## config.mk

```make
export PLATFORM = sky130hd
export DESIGN_NAME = adc_frame_unpacker_flat
export DESIGN_NICKNAME = d
export VERILOG_FILES = /design/src/rtl/adc_pkg.sv /design/src/rtl/adc_frame_unpacker_if.sv /design/src/rtl/adc_ch_conditioner.sv /design/src/rtl/adc_frame_unpacker.sv /design/src/flat_wrapper.sv
export SDC_FILE = /design/constraint.sdc
export NUM_CORES = 1
export LEC_CHECK = 0
export CAP_MARGIN = 10
export CELL_PAD_IN_SITES_DETAIL_PLACEMENT = 0
export CELL_PAD_IN_SITES_GLOBAL_PLACEMENT = 2
export CORE_ASPECT_RATIO = 1.25
export CORE_MARGIN = 1.5
export CORE_UTILIZATION = 33
export CTS_CLUSTER_DIAMETER = 150
export CTS_CLUSTER_SIZE = 10
export DETAILED_ROUTE_END_ITERATION = 8
export PLACE_DENSITY_LB_ADDON = 0.12
export REMOVE_ABC_BUFFERS = 1
export SLEW_MARGIN = 20
export SYNTH_ARGS = -nofsm -noshare
export SYNTH_HDL_FRONTEND = slang
export SYNTH_SLANG_ARGS = --single-unit
```

## constraint.sdc

```tcl
create_clock -name clk_i -period 4.7 [get_ports clk_i]
set_input_delay 1.175 -clock clk_i [delete_from_list [all_inputs] [get_ports clk_i]]
set_output_delay 1.175 -clock clk_i [all_outputs]
set_load 0.02 [all_outputs]
```

## src/rtl/adc_pkg.sv

```systemverilog
// Shared defaults, clamp helper and pack/unpack index macro for the ADC frame unpacker.
`define ADC_IDX(k, w) ((k) * (w))

package adc_pkg;

   localparam int unsigned DEF_N_CH         = 2;
   localparam int unsigned DEF_IN_W         = 16;
   localparam int unsigned DEF_OUT_W        = 16;
   localparam int unsigned DEF_MAX_SHIFT    = 4;
   localparam int unsigned DEF_MAX_DEC_LOG2 = 8;

   typedef struct packed {
      logic               ovf;
      logic signed [31:0] val;
   } clamp_t;

   // Clamp a full-width signed value into a w-bit signed range, flagging overflow.
   function automatic clamp_t sat_clamp(input logic signed [31:0] v, input int unsigned w);
      clamp_t             r;
      logic signed [31:0] hi;
      logic signed [31:0] lo;
      hi    = (32'sd1 <<< (w - 1)) - 32'sd1;
      lo    = -(32'sd1 <<< (w - 1));
      r.ovf = 1'b0;
      r.val = v;
      if (v > hi) begin
         r.ovf = 1'b1;
         r.val = hi;
      end else if (v < lo) begin
         r.ovf = 1'b1;
         r.val = lo;
      end
      return r;
   endfunction

endpackage

```

## src/rtl/adc_frame_unpacker_if.sv

```systemverilog
// Sample bus into and out of the ADC frame unpacker.
interface adc_frame_unpacker_if
   import adc_pkg::*;
#(
   parameter int unsigned N_CH  = DEF_N_CH,
   parameter int unsigned IN_W  = DEF_IN_W,
   parameter int unsigned OUT_W = DEF_OUT_W
);
   logic [N_CH*IN_W-1:0]  bundle_i;
   logic                  valid_i;
   logic [N_CH*OUT_W-1:0] data_o;
   logic                  valid_o;
   logic [N_CH-1:0]       sat_o;

   modport master (output bundle_i, valid_i, input  data_o, valid_o, sat_o);
   modport slave  (input  bundle_i, valid_i, output data_o, valid_o, sat_o);
endinterface

```

## src/rtl/adc_ch_conditioner.sv

```systemverilog
// One channel: gain shift with saturation, sticky sat flag, boxcar accumulator and average.
module adc_ch_conditioner
   import adc_pkg::*;
#(
   parameter int unsigned IN_W         = DEF_IN_W,
   parameter int unsigned OUT_W        = DEF_OUT_W,
   parameter int unsigned MAX_SHIFT    = DEF_MAX_SHIFT,
   parameter int unsigned MAX_DEC_LOG2 = DEF_MAX_DEC_LOG2,
   parameter int unsigned SH_W         = $clog2(MAX_SHIFT + 1),
   parameter int unsigned DEC_W        = 4
) (
   input  logic             clk_i,
   input  logic             rstn_i,
   input  logic [IN_W-1:0]  sample_i,
   input  logic             valid_i,
   input  logic [SH_W-1:0]  shift_i,
   input  logic             clr_sat_i,
   input  logic             s1_valid_i,
   input  logic             abort_i,
   input  logic             load_i,
   input  logic             emit_i,
   input  logic [DEC_W-1:0] dec_i,
   output logic [OUT_W-1:0] data_o,
   output logic             sat_o
);
   localparam int unsigned ACC_W = OUT_W + MAX_DEC_LOG2;

   logic [SH_W-1:0]         sh;
   logic signed [31:0]      wide;
   clamp_t                  cl;
   logic [OUT_W-1:0]        s1_q;
   logic signed [ACC_W-1:0] acc_q;
   logic signed [ACC_W-1:0] acc_next;
   logic signed [ACC_W-1:0] avg;
   logic                    unused_bits;

   // The first sample of a window replaces the accumulator so windows run back to back.
   always_comb begin
      sh       = (shift_i > SH_W'(MAX_SHIFT)) ? SH_W'(MAX_SHIFT) : shift_i;
      wide     = 32'(signed'(sample_i)) <<< sh;
      cl       = sat_clamp(wide, OUT_W);
      acc_next = load_i ? ACC_W'(signed'(s1_q)) : acc_q + ACC_W'(signed'(s1_q));
      avg      = acc_next >>> dec_i;
   end

   assign unused_bits = ^{cl.val[31:OUT_W], avg[ACC_W-1:OUT_W]};

   always_ff @(posedge clk_i or negedge rstn_i) begin
      if (!rstn_i) begin
         s1_q   <= '0;
         acc_q  <= '0;
         data_o <= '0;
         sat_o  <= 1'b0;
      end else begin
         if (valid_i) s1_q <= cl.val[OUT_W-1:0];
         if (valid_i && cl.ovf) sat_o <= 1'b1;
         else if (clr_sat_i)    sat_o <= 1'b0;
         if (abort_i)           acc_q <= '0;
         else if (s1_valid_i)   acc_q <= acc_next;
         if (emit_i) data_o <= avg[OUT_W-1:0];
      end
   end
endmodule

```

## src/rtl/adc_frame_unpacker.sv

```systemverilog
// Splits a packed ADC word into per-channel samples with gain, saturation and decimation.
module adc_frame_unpacker
   import adc_pkg::*;
#(
   parameter int unsigned N_CH         = DEF_N_CH,
   parameter int unsigned IN_W         = DEF_IN_W,
   parameter int unsigned OUT_W        = DEF_OUT_W,
   parameter int unsigned MAX_SHIFT    = DEF_MAX_SHIFT,
   parameter int unsigned MAX_DEC_LOG2 = DEF_MAX_DEC_LOG2,
   parameter int unsigned SH_W         = $clog2(MAX_SHIFT + 1)
) (
   input  logic            clk_i,
   input  logic            rstn_i,
   adc_frame_unpacker_if.slave bus,
   input  logic [SH_W-1:0] shift_i,
   input  logic [3:0]      dec_log2_i,
   input  logic            clr_sat_i
);
   localparam int unsigned CNT_W = (MAX_DEC_LOG2 > 0) ? MAX_DEC_LOG2 : 1;

   logic [3:0]       dec_clamp;
   logic [3:0]       dec_cur;
   logic [CNT_W-1:0] cnt_q;
   logic [CNT_W-1:0] cnt_last;
   logic             s1_valid_q;
   logic             valid_q;
   logic             abort;
   logic             load;
   logic             emit;
   logic [OUT_W-1:0] ch_data [N_CH];
   logic [N_CH-1:0]  ch_sat;

   // A changed exponent aborts the open window and drops stage-1 data of that cycle.
   always_comb begin
      dec_clamp = (dec_log2_i > 4'(MAX_DEC_LOG2)) ? 4'(MAX_DEC_LOG2) : dec_log2_i;
      abort     = dec_clamp != dec_cur;
      cnt_last  = CNT_W'((32'd1 << dec_cur) - 32'd1);
      load      = cnt_q == '0;
      emit      = s1_valid_q && !abort && (cnt_q == cnt_last);
   end

   always_ff @(posedge clk_i or negedge rstn_i) begin
      if (!rstn_i) begin
         dec_cur    <= '0;
         cnt_q      <= '0;
         s1_valid_q <= 1'b0;
         valid_q    <= 1'b0;
      end else begin
         dec_cur    <= dec_clamp;
         s1_valid_q <= bus.valid_i;
         valid_q    <= emit;
         if (abort)           cnt_q <= '0;
         else if (s1_valid_q) cnt_q <= emit ? '0 : cnt_q + CNT_W'(1);
      end
   end

   for (genvar k = 0; k < N_CH; k++) begin : g_ch
      adc_ch_conditioner #(
         .IN_W        (IN_W),
         .OUT_W       (OUT_W),
         .MAX_SHIFT   (MAX_SHIFT),
         .MAX_DEC_LOG2(MAX_DEC_LOG2),
         .SH_W        (SH_W),
         .DEC_W       (4)
      ) u_ch (
         .clk_i     (clk_i),
         .rstn_i    (rstn_i),
         .sample_i  (bus.bundle_i[`ADC_IDX(k, IN_W) +: IN_W]),
         .valid_i   (bus.valid_i),
         .shift_i   (shift_i),
         .clr_sat_i (clr_sat_i),
         .s1_valid_i(s1_valid_q),
         .abort_i   (abort),
         .load_i    (load),
         .emit_i    (emit),
         .dec_i     (dec_cur),
         .data_o    (ch_data[k]),
         .sat_o     (ch_sat[k])
      );
   end

   always_comb begin
      bus.data_o = '0;
      for (int unsigned k = 0; k < N_CH; k++) begin
         bus.data_o[`ADC_IDX(k, OUT_W) +: OUT_W] = ch_data[k];
      end
   end

   assign bus.valid_o = valid_q;
   assign bus.sat_o   = ch_sat;
endmodule

```

## src/flat_wrapper.sv

```systemverilog
// flat-port wrapper written by rule: the top's interface ports become plain ports
module adc_frame_unpacker_flat import adc_pkg::*;
#(
   parameter int unsigned N_CH         = DEF_N_CH,
   parameter int unsigned IN_W         = DEF_IN_W,
   parameter int unsigned OUT_W        = DEF_OUT_W,
   parameter int unsigned MAX_SHIFT    = DEF_MAX_SHIFT,
   parameter int unsigned MAX_DEC_LOG2 = DEF_MAX_DEC_LOG2,
   parameter int unsigned SH_W         = $clog2(MAX_SHIFT + 1)
)
  (clk_i, rstn_i, shift_i, dec_log2_i, clr_sat_i, bus_bundle_i, bus_valid_i, bus_data_o, bus_valid_o, bus_sat_o);
  adc_frame_unpacker_if #(.N_CH(N_CH), .IN_W(IN_W), .OUT_W(OUT_W)) bus_i ();
  input  logic clk_i;
  input  logic rstn_i;
  input  logic [SH_W-1:0] shift_i;
  input  logic [3:0] dec_log2_i;
  input  logic clr_sat_i;
  input wire logic [$bits(bus_i.bundle_i)-1:0] bus_bundle_i;
  input wire logic [$bits(bus_i.valid_i)-1:0] bus_valid_i;
  output wire logic [$bits(bus_i.data_o)-1:0] bus_data_o;
  output wire logic [$bits(bus_i.valid_o)-1:0] bus_valid_o;
  output wire logic [$bits(bus_i.sat_o)-1:0] bus_sat_o;
  assign bus_i.bundle_i = bus_bundle_i;
  assign bus_i.valid_i = bus_valid_i;
  assign bus_data_o = bus_i.data_o;
  assign bus_valid_o = bus_i.valid_o;
  assign bus_sat_o = bus_i.sat_o;
  adc_frame_unpacker #(.N_CH(N_CH), .IN_W(IN_W), .OUT_W(OUT_W), .MAX_SHIFT(MAX_SHIFT), .MAX_DEC_LOG2(MAX_DEC_LOG2), .SH_W(SH_W)) u_core (.clk_i(clk_i), .rstn_i(rstn_i), .bus(bus_i), .shift_i(shift_i), .dec_log2_i(dec_log2_i), .clr_sat_i(clr_sat_i));
endmodule
```

==> results of run 1 <==
## registers in the layout, indices dropped and copies added, names as in the netlist
register,flops
u_core.g_ch.u_ch.data_o,32
u_core.cnt_q,8
u_core.bus.valid_o,1
u_core.g_ch.u_ch.s1_q,32
u_core.g_ch.u_ch.acc_q,48
u_core.s1_valid_q,1
u_core.dec_cur,4
u_core.g_ch.u_ch.sat_o,2
## critical path, cell delays in order, from the launching register on
cell       delay [ps]
dfrtp_1           380
nor2_1            350
nand2_1           170
ha_1              320
nor4b_1           320
a21oi_1            60
o21ai_0           210
xor2_1             80
or4_1             490
or3_1             520
buf_4             260
a41o_1            220
a221oi_1          310
o2bb2ai_1         160
a21oi_1            50
## worst paths after layout
check	end	slack, ps	cells past startpoint	start
min in group asynchronous	u_core.g_ch[0].u_ch.acc_q[16]	710	1	rstn_i
hold reg to reg	u_core.g_ch[1].u_ch.data_o[9]	490	1	u_core.g_ch[1].u_ch.data_o[9]
setup reg to reg	u_core.g_ch[0].u_ch.data_o[7]	660	14	u_core.dec_cur[3]
setup / recovery	u_core.g_ch[0].u_ch.data_o[7]	660	14	u_core.dec_cur[3]
hold / removal	u_core.g_ch[1].u_ch.data_o[9]	490	1	u_core.g_ch[1].u_ch.data_o[9]
max in group asynchronous	u_core.s1_valid_q	3140	2	rstn_i
## cell usage after synthesis (all sizes together) (5+ instances only)
library cell    n
nor2          170
dfrtp         128
nand2         128
o21ai          99
a21oi          89
clkbuf         82
mux2i          76
ha             49
a211oi         47
nor3           43
o21a           38
o211ai         36
nand3          30
inv            29
a31oi          24
buf            24
mux4           24
mux2           22
nor2b          20
xor2           16
and2           15
xnor2          15
or3            14
a21o           13
nand4          12
nand2b         11
and3           10
a221o           9
o31ai           9
a221oi          7
a22oi           7
o221ai          7
o22ai           7
a311oi          6
nor4b           6
nor3b           5
nor4            5
o2bb2ai         5
## power breakdown
group / switching [W] / internal (W) / total, W
Sequential: 0.0000663 / 0.00116 / 0.00123
Combinational: 0.000773 / 0.000490 / 0.00126
Clock: 0.000534 / 0.000886 / 0.00142
## kinds of logic after synthesis
group	share of synthesized area, %
adders and majority gates	5.632
muxes	13.39
xor gates and xnor gates	2.341
DFF	27.62
and+or+nand+nor	19.44
AOI/OAI and AO/OA	26.89
buffers and inverters	4.693
## cell type report
type,count,area [sq um]
Fill cell,3547,21090
Multi-Input combinational cell,1149,7866
Sequential cell,128,3206
Timing Repair Buffer,111,1042
Tap cell,468,585.6
Clock buffer,22,484.2
Clock inverter,9,131.4
Inverter,31,116.4
## cell usage in the layout (no fill, tap or decap), drive strengths merged, types with 10 or more instances in the layout
cell	netlist	routed
a21oi	89	89
nor3	43	43
ha	49	49
mux4	24	24
and3	10	10
nand3	30	30
nor2b	20	20
buf	24	37
clkdlybuf4s50	0	74
mux2	22	22
xor2	16	16
mux2i	76	76
a211oi	47	47
dfrtp	128	128
xnor2	15	15
o21a	38	38
nand2b	11	11
inv	29	28
a21o	13	13
nand2	128	128
or3	14	14
o211ai	36	36
o21ai	99	99
nand4	12	12
nor2	170	170
clkbuf	82	22
a31oi	24	24
and2	15	15
## metrics by stage
stage               power, W  instance area [sq um]  util, %
floorplan           0.002063                  11170        -
global placement    0.002516                  12820    37.13
detailed placement  0.002512                  12820    37.13
CTS                 0.003957                  13430    38.91
global route        0.004134                  13430    38.91
finish              0.003912                  13430    38.91
## metal layers
layer | vias to the layer above | wire length, microns | GRT usage [%]
met1 | 5329 | 18860 | 31.40
li1 | 5371 | - | -
met4 | 2 | 835 | 6.958
met3 | 38 | 1849 | 3.220
met5 | - | 13 | 0
met2 | 285 | 19060 | 38.13
==> flow_metrics.env, run 1 <==
export IMPL_status="complete, no violations"
export IMPL_grt_pass1_wl_microns=64560
export IMPL_ys_ff_latch=128
export IMPL_worstMarginPinSlew_ps=1020
export IMPL_grtUsageTotal_pct=23.17
export IMPL_fin_ws_ps=663.8
export IMPL_grt_max_degree=71
export IMPL_startpoint_type="register"
export IMPL_cts_tree="done"
export IMPL_cts_sinks=128
export IMPL_fin_crit_sh_pct=85.88
export IMPL_arrival_ps=4350
export IMPL_timing_hold_ws_ps=488.5
export IMPL_synthArstFlopShare_pct=100.0
export IMPL_post_cts_setup_buffers=0
export IMPL_criticalPathCategory="register to register"
export IMPL_pin_count=78
export IMPL_cts_clk_slew_worst_paths_ps=60
export IMPL_slew_headroom_pct=32.03
export IMPL_clock_root_buffer="clkbuf_16"
export IMPL_ys_top_cells_by_area="dfrtp_1 28%, mux2i_1 6.6%, nor2_1 5.5%"
export IMPL_clkLatencyLatePin_ps=440
export IMPL_cts_resized=0
export IMPL_dp_slack_ps=666.2
export IMPL_die_w_microns=170.7
export IMPL_slew_viol_final=0
export IMPL_antenna_found_initial=1
export IMPL_cts_inserted_buffers=17
export IMPL_htree_levels=4
export IMPL_dieHeight_microns=212.6
export IMPL_p_leak_nw=5.515
export IMPL_powerDensity_nw_per_um2=291.3
export IMPL_clock_path_buffers=2
export IMPL_drive_gt1_share_pct=9.172
export IMPL_synth_cells=1414
export IMPL_yosys_area_top_type="dfrtp_1"
export IMPL_fmax_ghz=0.2478
export IMPL_ant_nets=0
export IMPL_rsz0062_at_grt="no"
export IMPL_nNetsFinal=1532
export IMPL_required_ps=5010
export IMPL_cp_max_fo=18
export IMPL_setup_viol=0
export IMPL_ys_flop_type="dfrtp_1"
export IMPL_finalHoldViolCount=0
export IMPL_yosysSeqAreaShare_pct=27.62
export IMPL_gr_total_overflow=0
export IMPL_io_buffers=77
export IMPL_dp_final_hpwl_microns=29820
export IMPL_hold_buffers=0
export IMPL_post_place_cells=1887
export IMPL_ir_drop_mv=0.2494
export IMPL_drt_wl_total_microns=40620
export IMPL_grt_pass1_vias=11000
export IMPL_ys_warn_count=0
export IMPL_synth_edff_count=0
export IMPL_hold_class="register to register"
export IMPL_avgViaCountPerCell=5.748
export IMPL_rows=76
export IMPL_period_minus_slack_ps=4036
export IMPL_vias=11030
export IMPL_gp_congestion=0.8083
export IMPL_fp_dieArea_sq_um=36280
export IMPL_avgSynthCellArea_sq_um=8.202
export IMPL_drt_initial_drc_count=719
export IMPL_setup_tns_ps=0
export IMPL_antenna_cells=0
export IMPL_final_cells=1918
export IMPL_core_area_sq_um=34520
export IMPL_synth_area_sq_um=11600
export IMPL_ys_types=79
export IMPL_area_growth_pct=15.82
export IMPL_start_util_pct=33.60
export IMPL_skew_ps=7.747
export IMPL_route_detailed_drc=0
export IMPL_synth_top_cell_area_share_pct=27.62
export IMPL_maxCapViolCount=0
export IMPL_end_kind="register"
export IMPL_post_drt_wl_per_cell_microns=21.18
export IMPL_firstDrtPassIters=5
Note: power is estimated with default switching activity, not from simulation.
==> run 2, diff against run 1 <==
==> constraint.sdc (replaced) <==
create_clock -name clk_i -period 4.7 [get_ports clk_i]
set_input_delay 1.175 -clock clk_i [delete_from_list [all_inputs] [get_ports clk_i]]
set_output_delay 1.175 -clock clk_i [all_outputs]
set_load 0.01 [all_outputs]
==> results of run 2 <==
The final DEF is identical to that of run 1. Status: complete, no violations.
Among the figures that moved: total power 0.003912 W -> 0.003906 W; worst IR drop on VDD 0.2494 mV -> 0.2493 mV
